**src/rtl/io_bus_master_if.sv**
```systemverilog
// I/O port bundle between the control unit, the bus master and the peripherals.
// The master modport is the initiator's view; the slave modport is the
// control unit plus peripheral side.
interface io_bus_master_if;
  // control-unit handshake
  logic       i_req;
  logic       i_write;
  logic [7:0] i_addr;
  logic [7:0] i_wdata;
  logic       o_busy;
  logic       o_done;
  logic [7:0] o_rdata;
  // shared data bus and I/O port strobes
  logic [7:0] i_bus;
  logic [7:0] o_bus;
  logic       o_busNOE;
  logic       o_ioSelect;
  logic [7:0] o_ioAddress;
  logic       o_ioNOE;
  logic       o_ioNWE;

  modport master (
    input  i_req, i_write, i_addr, i_wdata, i_bus,
    output o_busy, o_done, o_rdata, o_bus, o_busNOE,
           o_ioSelect, o_ioAddress, o_ioNOE, o_ioNWE
  );

  modport slave (
    output i_req, i_write, i_addr, i_wdata, i_bus,
    input  o_busy, o_done, o_rdata, o_bus, o_busNOE,
           o_ioSelect, o_ioAddress, o_ioNOE, o_ioNWE
  );
endinterface

```
**src/rtl/io_bus_master.sv**
```systemverilog
// Initiator for the CPU I/O port: turns a one-cycle request into a
// select / address / strobe sequence (IDLE -> SETUP -> STROBE -> HOLD).
// Every port output is a flop, so the strobe lines cannot glitch.
module io_bus_master #(
  parameter int STROBE_CYCLES = 2  // cycles the active strobe is held low, 1..15
) (
  input  logic              i_clk,
  input  logic              i_resetn,
  io_bus_master_if.master   bus
);

  typedef enum logic [1:0] {
    IDLE   = 2'd0,
    SETUP  = 2'd1,
    STROBE = 2'd2,
    HOLD   = 2'd3
  } state_e;

  localparam logic [3:0] STROBE_LOAD = 4'(STROBE_CYCLES - 1);

  state_e     state_r;
  logic [3:0] cnt_r;
  logic       write_r;

  // Transaction sequencer; outputs are registered alongside the state so each
  // output value already reflects the state being entered.
  always_ff @(posedge i_clk or negedge i_resetn) begin
    if (!i_resetn) begin
      state_r         <= IDLE;
      cnt_r           <= 4'd0;
      write_r         <= 1'b0;
      bus.o_busy      <= 1'b0;
      bus.o_done      <= 1'b0;
      bus.o_rdata     <= 8'h00;
      bus.o_bus       <= 8'h00;
      bus.o_busNOE    <= 1'b1;
      bus.o_ioSelect  <= 1'b0;
      bus.o_ioAddress <= 8'h00;
      bus.o_ioNOE     <= 1'b1;
      bus.o_ioNWE     <= 1'b1;
    end else begin
      case (state_r)
        IDLE: begin
          bus.o_done <= 1'b0;
          if (bus.i_req) begin
            // Latch the whole request; later input changes cannot disturb it.
            state_r         <= SETUP;
            write_r         <= bus.i_write;
            bus.o_busy      <= 1'b1;
            bus.o_ioSelect  <= 1'b1;
            bus.o_ioAddress <= bus.i_addr;
            bus.o_bus       <= bus.i_wdata;
            // Only writes drive the shared bus; reads leave it to the peripheral.
            bus.o_busNOE    <= ~bus.i_write;
          end else begin
            state_r <= IDLE;
          end
        end
        SETUP: begin
          // One cycle of address-to-strobe setup has elapsed; open the strobe.
          state_r     <= STROBE;
          cnt_r       <= STROBE_LOAD;
          bus.o_ioNOE <= write_r;
          bus.o_ioNWE <= ~write_r;
        end
        STROBE: begin
          if (cnt_r == 4'd0) begin
            // Last strobe edge: read data is sampled while NOE is still low.
            state_r     <= HOLD;
            bus.o_ioNOE <= 1'b1;
            bus.o_ioNWE <= 1'b1;
            bus.o_done  <= 1'b1;
            if (!write_r) begin
              bus.o_rdata <= bus.i_bus;
            end else begin
              bus.o_rdata <= bus.o_rdata;
            end
          end else begin
            cnt_r <= cnt_r - 4'd1;
          end
        end
        HOLD: begin
          // Strobes already released; now drop select and the write driver.
          state_r        <= IDLE;
          bus.o_done     <= 1'b0;
          bus.o_busy     <= 1'b0;
          bus.o_ioSelect <= 1'b0;
          bus.o_busNOE   <= 1'b1;
        end
        default: begin
          state_r        <= IDLE;
          bus.o_done     <= 1'b0;
          bus.o_busy     <= 1'b0;
          bus.o_ioSelect <= 1'b0;
          bus.o_busNOE   <= 1'b1;
          bus.o_ioNOE    <= 1'b1;
          bus.o_ioNWE    <= 1'b1;
        end
      endcase
    end
  end

endmodule

```
**src/flat_wrapper.sv**
```systemverilog
// flat-port wrapper written by rule: the top's interface ports become plain ports
module io_bus_master_flat 
#(
  parameter int STROBE_CYCLES = 2                                                
)
  (i_clk, i_resetn, bus_i_req, bus_i_write, bus_i_addr, bus_i_wdata, bus_i_bus, bus_o_busy, bus_o_done, bus_o_rdata, bus_o_bus, bus_o_busNOE, bus_o_ioSelect, bus_o_ioAddress, bus_o_ioNOE, bus_o_ioNWE);
  io_bus_master_if bus_i ();
  input  logic i_clk;
  input  logic i_resetn;
  input wire logic [$bits(bus_i.i_req)-1:0] bus_i_req;
  input wire logic [$bits(bus_i.i_write)-1:0] bus_i_write;
  input wire logic [$bits(bus_i.i_addr)-1:0] bus_i_addr;
  input wire logic [$bits(bus_i.i_wdata)-1:0] bus_i_wdata;
  input wire logic [$bits(bus_i.i_bus)-1:0] bus_i_bus;
  output wire logic [$bits(bus_i.o_busy)-1:0] bus_o_busy;
  output wire logic [$bits(bus_i.o_done)-1:0] bus_o_done;
  output wire logic [$bits(bus_i.o_rdata)-1:0] bus_o_rdata;
  output wire logic [$bits(bus_i.o_bus)-1:0] bus_o_bus;
  output wire logic [$bits(bus_i.o_busNOE)-1:0] bus_o_busNOE;
  output wire logic [$bits(bus_i.o_ioSelect)-1:0] bus_o_ioSelect;
  output wire logic [$bits(bus_i.o_ioAddress)-1:0] bus_o_ioAddress;
  output wire logic [$bits(bus_i.o_ioNOE)-1:0] bus_o_ioNOE;
  output wire logic [$bits(bus_i.o_ioNWE)-1:0] bus_o_ioNWE;
  assign bus_i.i_req = bus_i_req;
  assign bus_i.i_write = bus_i_write;
  assign bus_i.i_addr = bus_i_addr;
  assign bus_i.i_wdata = bus_i_wdata;
  assign bus_i.i_bus = bus_i_bus;
  assign bus_o_busy = bus_i.o_busy;
  assign bus_o_done = bus_i.o_done;
  assign bus_o_rdata = bus_i.o_rdata;
  assign bus_o_bus = bus_i.o_bus;
  assign bus_o_busNOE = bus_i.o_busNOE;
  assign bus_o_ioSelect = bus_i.o_ioSelect;
  assign bus_o_ioAddress = bus_i.o_ioAddress;
  assign bus_o_ioNOE = bus_i.o_ioNOE;
  assign bus_o_ioNWE = bus_i.o_ioNWE;
  io_bus_master #(.STROBE_CYCLES(STROBE_CYCLES)) u_core (.i_clk(i_clk), .i_resetn(i_resetn), .bus(bus_i));
endmodule
```
**config.mk**
```make
export PLATFORM = sky130hd
export DESIGN_NAME = io_bus_master_flat
export DESIGN_NICKNAME = d
export VERILOG_FILES = /design/src/rtl/io_bus_master_if.sv /design/src/rtl/io_bus_master.sv /design/src/flat_wrapper.sv
export SDC_FILE = /design/constraint.sdc
export NUM_CORES = 1
export LEC_CHECK = 0
export ABC_AREA = 1
export CAP_MARGIN = 20
export CORE_MARGIN = 2
export CORE_UTILIZATION = 47
export DETAILED_ROUTE_END_ITERATION = 12
export PLACE_DENSITY_LB_ADDON = 0.25
export REMOVE_ABC_BUFFERS = 1
export SYNTH_ARGS = -nofsm -noshare
export SYNTH_HDL_FRONTEND = slang
export SYNTH_SLANG_ARGS = --single-unit
```
**constraint.sdc**
```tcl
create_clock -name i_clk -period 3.65 [get_ports i_clk]
set_clock_uncertainty 0.2 [all_clocks]
set_input_delay 0.365 -clock i_clk [delete_from_list [all_inputs] [get_ports i_clk]]
set_output_delay 0.365 -clock i_clk [all_outputs]
set_load 0.005 [all_outputs]
```
Yosys cells after proc, flatten, opt, wreduce, memory -nomap -nowiden:

Index checks and enable logic that the tools add are counted.
W data, S select, Z words.

* reductions and logical operators: 12
* equality and inequality tests: 6
* add/subtract/negate cells: 1
* bitwise logic cells: 2
* muxes and demuxes: 13

Operators by type and width (number)
* $pmux W1 S2: 5
* $reduce_and A2 Y1: 5
* $pmux W2 S4: 1
* $pmux W4 S2: 1
* $reduce_bool A2 Y1: 3
* $eq A2 B2 Y1 const B: 2
* $logic_not A4 Y1: 1
* $mux W1: 4
* $mux W4: 1
* $ne A2 B2 Y1 const B: 2
* $sub A4 B1 Y4 const B: 1
* $reduce_and A3 Y1: 1
* $eq A2 B1 Y1 const B: 1
* $logic_not A2 Y1: 1
* $mux W2: 1
* $ne A2 B1 Y1 const B: 1
* $not A1 Y1: 2
* $reduce_or A2 Y1: 1

* register bits: 36
* bits of input ports: 28
* output and inout bits: 30
* logic and storage cells: 45

Logic depth before layout (Yosys ltp):

Gate-level depths: netlist of the first run.

* depth in word-level cells: 4
* depth in mapped cells: 8
* gate-level depth less buffers: 8

Worst setup path after synthesis of the first run:

OpenSTA, ideal clock, no wires.

* kind: reg2reg
* from: register u_core.state_r[0]
* to: register u_core.cnt_r[3]
* stages on the path, launching flop included: 8
* data required time: 3322 ps
* library setup time: 128 ps
* buffers on the path: 0
* arrival: 1164 ps
* clock period less this slack: 1492 ps
* setup slack: 2158 ps
* cell sequence: dfrtp_1 -> inv_1 -> ha_1 -> inv_1 -> nand2_2 -> inv_2 -> a21oi_2 -> o21ai_0

* longest elaborated chain between the ends: 3
* elaborated cells on any way between the ends: 6
* classes of those cells: eq/ne (3); mux (1); reduce/logical (2)

RTL lines
* from (decl): line io_bus_master.sv:21 `state_e state_r;`
* from (signal assigned): line io_bus_master.sv:29 `state_r <= IDLE;`
* from (signal assigned): line io_bus_master.sv:47 `state_r <= SETUP;`
* from (signal assigned): line io_bus_master.sv:56 `state_r <= IDLE;`
* $eq A2 B2 Y1 / $eq A2 B1 Y1 (equally long branches): line io_bus_master.sv:42 `case (state_r)`
* $ne A2 B2 Y1 (no line) / $reduce_bool A2 Y1 (equally long branches)
* $reduce_and A2 Y1 (no line)
* to (signal assigned): line io_bus_master.sv:79 `cnt_r <= cnt_r - 4'd1;`
* to (decl): line io_bus_master.sv:22 `logic [3:0] cnt_r;`

Several ways; a longest one is shown, not always the timed one.
A chain may end at the register's enable or synchronous reset.

Worst setup path after layout of the first run:

* from: register u_core.state_r[0]
* to: register u_core.bus.o_bus[4]

* longest elaborated chain between the ends: 2

RTL lines
* $logic_not A2 Y1: line io_bus_master.sv:42
* $reduce_and A2 Y1 (no line)
* to (signal assigned): line io_bus_master.sv:52 `bus.o_bus <= bus.i_wdata;`
* to (decl): line io_bus_master_if.sv:24 `output o_busy, o_done, o_rdata, o_bus, o_busNOE,`

No other way between the ends.

==> flow_metrics.env, run 1 <==
export IMPL_status="completed"
export IMPL_slew_limit_headroom_pct=50.4
export IMPL_cts_tree="yes"
export IMPL_synth_top_cell_by_area="dfrtp_1"
export IMPL_ys_seq_area_share_pct=57.0
export IMPL_period_minus_slack_ps=2100
export IMPL_syn_to_final_growth_pct=42.6
export IMPL_final_area_um2=2260
export IMPL_min_period_over_period_pct=57.5
export IMPL_post_route_cells_drive_above_1_share_pct=11.5
export IMPL_cpMostUsedCell="nand2_1"
export IMPL_layout_setup_ws_ps=1550
export IMPL_p_leak_nw=1.12
export IMPL_fin_total_pwr_w=0.00184
export IMPL_ys_types=22
export IMPL_cts_setup_buffers=0
export IMPL_placed_area_um2=2180
export IMPL_fmax_ghz=0.476
export IMPL_peakVddDrop_v=0.000425
export IMPL_synth_edf_count=0
export IMPL_port_buffers=57
export IMPL_grt_first_pass_wirelength_mm=5.33
export IMPL_setup_viol=0
export IMPL_tightest_slew_ps=744
export IMPL_die_height_um=62.1
export IMPL_critPathKind="reg2reg"
export IMPL_hold_viol=0
export IMPL_grt_usage_pct=17.4
export IMPL_wl_per_cell_um=10.8
export IMPL_synth_top_cell_area_share_pct=52.0
export IMPL_cp_start_kind="flip-flop"
export IMPL_ant_nets=0
export IMPL_fin_setup_tns_ps=0
export IMPL_gr_total_overflow=0
export IMPL_synthFlopType="dfrtp_1"
export IMPL_finalWirelength_mm=3.03
export IMPL_synth_area_um2=1590
export IMPL_worstSkewPairLatency_ps=340
export IMPL_path_clk_slew_ps=100
export IMPL_power_density_nw_per_um2=815
export IMPL_crit_chain="inv_1 > ha_1 > nand2_1 > inv_1 > nand2_1 > nand2_1"
export IMPL_die_area_um2=3860
export IMPL_route_detailed_drc=0
export IMPL_first_pass_iters=4
export IMPL_netlist_instances=174
export IMPL_core_um2=3280
export IMPL_min_path_type="reg2reg"
export IMPL_synth_area_leaders="dfrtp_1, nand2_1, dfstp_2"
export IMPL_io_pins=58
export IMPL_start_util_pct=48.3
export IMPL_yosys_warnings=0
export IMPL_cp_slowest_stage_delay_ps=470
export IMPL_slowest_stage="nand2_1"
export IMPL_synth_cells_most_frequent="nand2_1, dfrtp_1, inv_1"
export IMPL_first_global_vias=1263
export IMPL_critPathArrivalTime_ps=2130
export IMPL_gp_congestion=0.744
export IMPL_ys_async_sr_fraction_pct=100
export IMPL_rsz0062_at_grt="no"
export IMPL_clock_root_buffer="clkbuf_4"
export IMPL_maxCapViolCount=0
export IMPL_clock_sinks=36
export IMPL_cp_data_required_time_ps=3680
export IMPL_synth_area_per_cell_um2=9.13
export IMPL_max_clock_path_buffers=2
export IMPL_htreeDepth=2
export IMPL_cp_max_fo=20
export IMPL_diodes=0
export IMPL_post_place_ws_ps=1410
export IMPL_end_kind="flip-flop"
export IMPL_vias=1291
export IMPL_numCtsBuffers=5
export IMPL_fillerInstances=283
export IMPL_yosysMostFrequentCell="nand2_1"
export IMPL_dp_hpwl_mm=2.21
export IMPL_dr_first_iter_drc_count=49
export IMPL_antenna_found_initial=0
export IMPL_cts_resized=0
export IMPL_grt_max_degree=37
export IMPL_rows=21
export IMPL_drv_slew=0
export IMPL_fp_dieW_um=62.1
export IMPL_ys_seq_elements=36
export IMPL_final_net_count=268
export IMPL_vias_per_cell=4.59
kinds of logic after synthesis:
group                      after synthesis  synth area share (%)
and+or+nand+nor                         83                  21.2
DFF                                     36                  57.0
buffers and inverters                   26                  7.09
AOI/OAI and AO/OA                       21                  8.83
adders and majority gates                6                  4.73
xor gates and xnor gates                 1                 0.552
muxes                                    1                 0.630
power by group:
| part | switching, W | internal, W |
|---|---|---|
| clock | 0.000127 | 0.000144 |
| combinational | 0.000398 | 0.000469 |
| sequential | 0.000108 | 0.000599 |
| total | 0.000633 | 0.00121 |
critical path, delay by kind of cell (launching register included):
kind | cells | cell delay (ps)
fa+ha+maj | 1 | 240
buf+inv | 2 | 470
flops | 1 | 380
simple gates | 3 | 690
cell usage in the layout (no fill, tap or decap), types with 5 or more instances in the layout:
cell and n:
clkbuf_4 5, clkdlybuf4s50_1 56, dfrtp_1 33, ha_1 6, inv_1 18, nand2_1 73, o21ai_0 8, o21ai_2 8
state kept, by name (all words and copies together) (netlist names):
register                count
u_core.bus.o_ioSelect       1
u_core.bus.o_ioAddress      8
u_core.bus.o_done           1
u_core.bus.o_busNOE         1
u_core.cnt_r                4
u_core.bus.o_ioNOE          1
u_core.bus.o_bus            8
u_core.state_r              2
u_core.write_r              1
u_core.bus.o_rdata          8
u_core.bus.o_ioNWE          1
per-layer routing:
| layer | up-vias | global-route usage [%] | wire [um] |
|---|---|---|---|
| met5 | - | 0 | 0 |
| met4 | 0 | 5.83 | 22 |
| met3 | 2 | 6.70 | 219 |
| met2 | 39 | 29.1 | 1460 |
| met1 | 597 | 20.7 | 1330 |
| li1 | 653 | - | - |
repair_timing:
action / in CTS / in global routing
endpoints found under the hold margin: 33 / 0
endpoints found under the setup margin: 0 / 0
hold buffers: 1 / 0
area by class of cell:
class	count	area, um2	area share, %
multi-input combinational	112	571	25.2
inverter	21	78.8	3.48
timing repair buffer	58	576	25.4
clock buffer	6	41.3	1.82
tap	46	57.6	2.54
clock inverter	2	35.0	1.55
sequential	36	905	40.0
per-stage QoR:
| stage | util [%] | hold slack, ps | std cells |
|---|---|---|---|
| 2_1_floorplan | - | -131 | 169 |
| 3_3_place_gp | 66.3 | 263 | 272 |
| 3_5_place_dp | 66.3 | 266 | 272 |
| 4_1_cts | 68.9 | 292 | 281 |
| 5_1_grt | 68.9 | 310 | 281 |
| 6_report | 68.9 | 286 | 281 |
final timing paths:
path | slack (ps) | end | start | cells past startpoint
max in group asynchronous | 2340 | u_core.bus.o_rdata[0] | i_resetn | 2
setup / recovery | 1550 | u_core.bus.o_bus[4] | u_core.state_r[0] | 6
hold reg to reg | 290 | u_core.bus.o_bus[5] | u_core.bus.o_bus[5] | 2
setup reg to reg | 1550 | u_core.bus.o_bus[4] | u_core.state_r[0] | 6
min in group asynchronous | 420 | u_core.cnt_r[2] | i_resetn | 2
hold / removal | 290 | u_core.bus.o_bus[5] | u_core.bus.o_bus[5] | 2
Power figures use the tool's default switching activity.
==> run 2: changes to the inputs <==
--- a/config.mk
+++ b/config.mk
@@ -8,7 +8,7 @@
 export ABC_AREA = 1
 export CAP_MARGIN = 20
 export CORE_MARGIN = 2
-export CORE_UTILIZATION = 47
+export CORE_UTILIZATION = 39
 export DETAILED_ROUTE_END_ITERATION = 12
 export PLACE_DENSITY_LB_ADDON = 0.25
 export REMOVE_ABC_BUFFERS = 1
==> constraint.sdc (replaced) <==
create_clock -name i_clk -period 1.9 [get_ports i_clk]
set_clock_uncertainty 0.2 [all_clocks]
set_input_delay 0.19 -clock i_clk [delete_from_list [all_inputs] [get_ports i_clk]]
set_output_delay 0.19 -clock i_clk [all_outputs]
set_load 0.005 [all_outputs]
==> run 2 against run 1 <==
  * First-iteration DRC count is 27% lower
  * Global-route usage is 2.0 points lower
  * Sequential share of layout area is 0.76 points lower
  * Via count is 4.0% lower
  * Worst hold slack worse by 120 ps
  * Largest cell class unchanged
==> flow_metrics.env, run 2 (synthesized netlist as in run 1, its figures left out) <==
export IMPL_status="completed"
export IMPL_whs_ps=168
export IMPL_diodes=0
export IMPL_vias=1239
export IMPL_clock_root_buffer="clkbuf_8"
export IMPL_first_pass_iters=4
export IMPL_gr_total_overflow=0
export IMPL_peakVddDrop_v=0.000549
export IMPL_cts_setup_buffers=0
export IMPL_fin_setup_tns_ps=0
export IMPL_critPathKind="reg2out"
export IMPL_slowest_stage="dfstp_2"
export IMPL_critPathArrivalTime_ps=1310
export IMPL_fp_dieW_um=67.8
export IMPL_drv_slew=0
export IMPL_core_um2=3970
export IMPL_numCtsBuffers=5
export IMPL_cp_data_required_time_ps=1510
export IMPL_rows=23
export IMPL_min_path_type="in2async"
export IMPL_cp_max_fo=2
export IMPL_finalWirelength_mm=3.15
export IMPL_clock_sinks=36
export IMPL_dr_first_iter_drc_count=36
export IMPL_die_height_um=67.8
export IMPL_placed_cells=278
export IMPL_antenna_found_initial=0
export IMPL_cp_start_kind="flip-flop"
export IMPL_min_period_over_period_pct=89.6
export IMPL_gp_congestion=0.731
export IMPL_final_util_pct=58.1
export IMPL_final_common_cell="nand2_1"
export IMPL_path_buf_inv=1
export IMPL_grt_max_degree=20
export IMPL_period_minus_slack_ps=1700
export IMPL_setup_viol=0
export IMPL_grt_first_pass_wirelength_mm=5.14
export IMPL_htreeDepth=2
export IMPL_start_util_pct=40.0
export IMPL_ant_nets=0
export IMPL_worstSkewPairLatency_ps=280
export IMPL_port_buffers=57
export IMPL_fmax_ghz=0.588
export IMPL_final_cells=287
export IMPL_route_detailed_drc=0
export IMPL_largest_registers="u_core.bus.o_bus: 8 flops, u_core.bus.o_ioAddress: 8 flops, u_core.bus.o_rdata: 8 flops"
export IMPL_slew_limit_headroom_pct=70.2
export IMPL_cts_resized=0
export IMPL_fillerInstances=359
export IMPL_first_global_vias=1141
export IMPL_io_pins=58
export IMPL_crit_chain="clkdlybuf4s50_1"
export IMPL_syn_to_final_growth_pct=45.3
export IMPL_maxCapViolCount=0
export IMPL_path_clk_slew_ps=70
export IMPL_layout_setup_ws_ps=198
export IMPL_cts_tree="yes"
export IMPL_p_leak_nw=1.14
export IMPL_cts_hold_buffers=1
export IMPL_vias_per_cell=4.32
export IMPL_power_density_nw_per_um2=1550
export IMPL_post_place_ws_ps=211
export IMPL_rsz0062_at_grt="no"
export IMPL_end_kind="output pin"
export IMPL_final_cell_mix="nand2_1, clkdlybuf4s50_1, dfrtp_1, inv_1"
export IMPL_cp_slowest_stage_delay_ps=540
export IMPL_post_route_cells_drive_above_1_share_pct=12.7
export IMPL_die_area_um2=4600
export IMPL_dp_hpwl_mm=2.28
export IMPL_cpLargestDelayFamily="flip-flops"
export IMPL_grt_usage_pct=15.4
export IMPL_final_net_count=270
export IMPL_hold_viol=0
export IMPL_max_clock_path_buffers=2
export IMPL_wl_per_cell_um=11.0
export IMPL_tightest_slew_ps=446
==> run 2: worst paths after layout <==
path | from | endpoint | cells past startpoint | slack (ps)
min in group i_clk | bus_i_wdata[2] | u_core.bus.o_bus[2] | 3 | 230
setup / recovery | u_core.bus.o_ioNWE | bus_o_ioNWE | 1 | 200
hold reg to reg | u_core.bus.o_rdata[5] | u_core.bus.o_rdata[5] | 2 | 280
max in group asynchronous | i_resetn | u_core.bus.o_busNOE | 3 | 810
setup reg to reg | u_core.state_r[0] | u_core.cnt_r[3] | 7 | 220
hold / removal | i_resetn | u_core.cnt_r[3] | 2 | 170
==> run 2: cell type report <==
| type | count | area [um2] | share of cell area (%) |
|---|---|---|---|
| clock buffers | 5 | 68.8 | 2.98 |
| clock inverters | 3 | 18.8 | 0.813 |
| inverters | 21 | 78.8 | 3.42 |
| multi-input cells | 112 | 571 | 24.7 |
| flip-flops and latches | 36 | 905 | 39.2 |
| well taps | 50 | 62.6 | 2.71 |
| repair buffers | 60 | 603 | 26.1 |
==> run 2: metal layers <==
layer,vias to the layer above,wire length (um),global-route usage [%],part of all wire [%]
li1,652,-,-,-
met1,546,1550,20.1,49
met2,39,1380,23.5,44
met3,2,202,5.50,6.4
met4,0,17,6.00,0.54
met5,-,0,0,0
==> run 2: power breakdown <==
group          leakage (nW)  internal [W]  switching [W]
Clock                0.0479      0.000255       0.000278
Combinational         0.654      0.000914       0.000767
Sequential            0.440       0.00115       0.000214
==> run 2: metrics by stage <==
step / total power [W] / cell area, um2
after floorplan: 0.00220 / 1550
after global placement: 0.00305 / 2210
after detailed placement: 0.00308 / 2210
after CTS: 0.00363 / 2310
after global routing: 0.00389 / 2310
final: 0.00358 / 2310
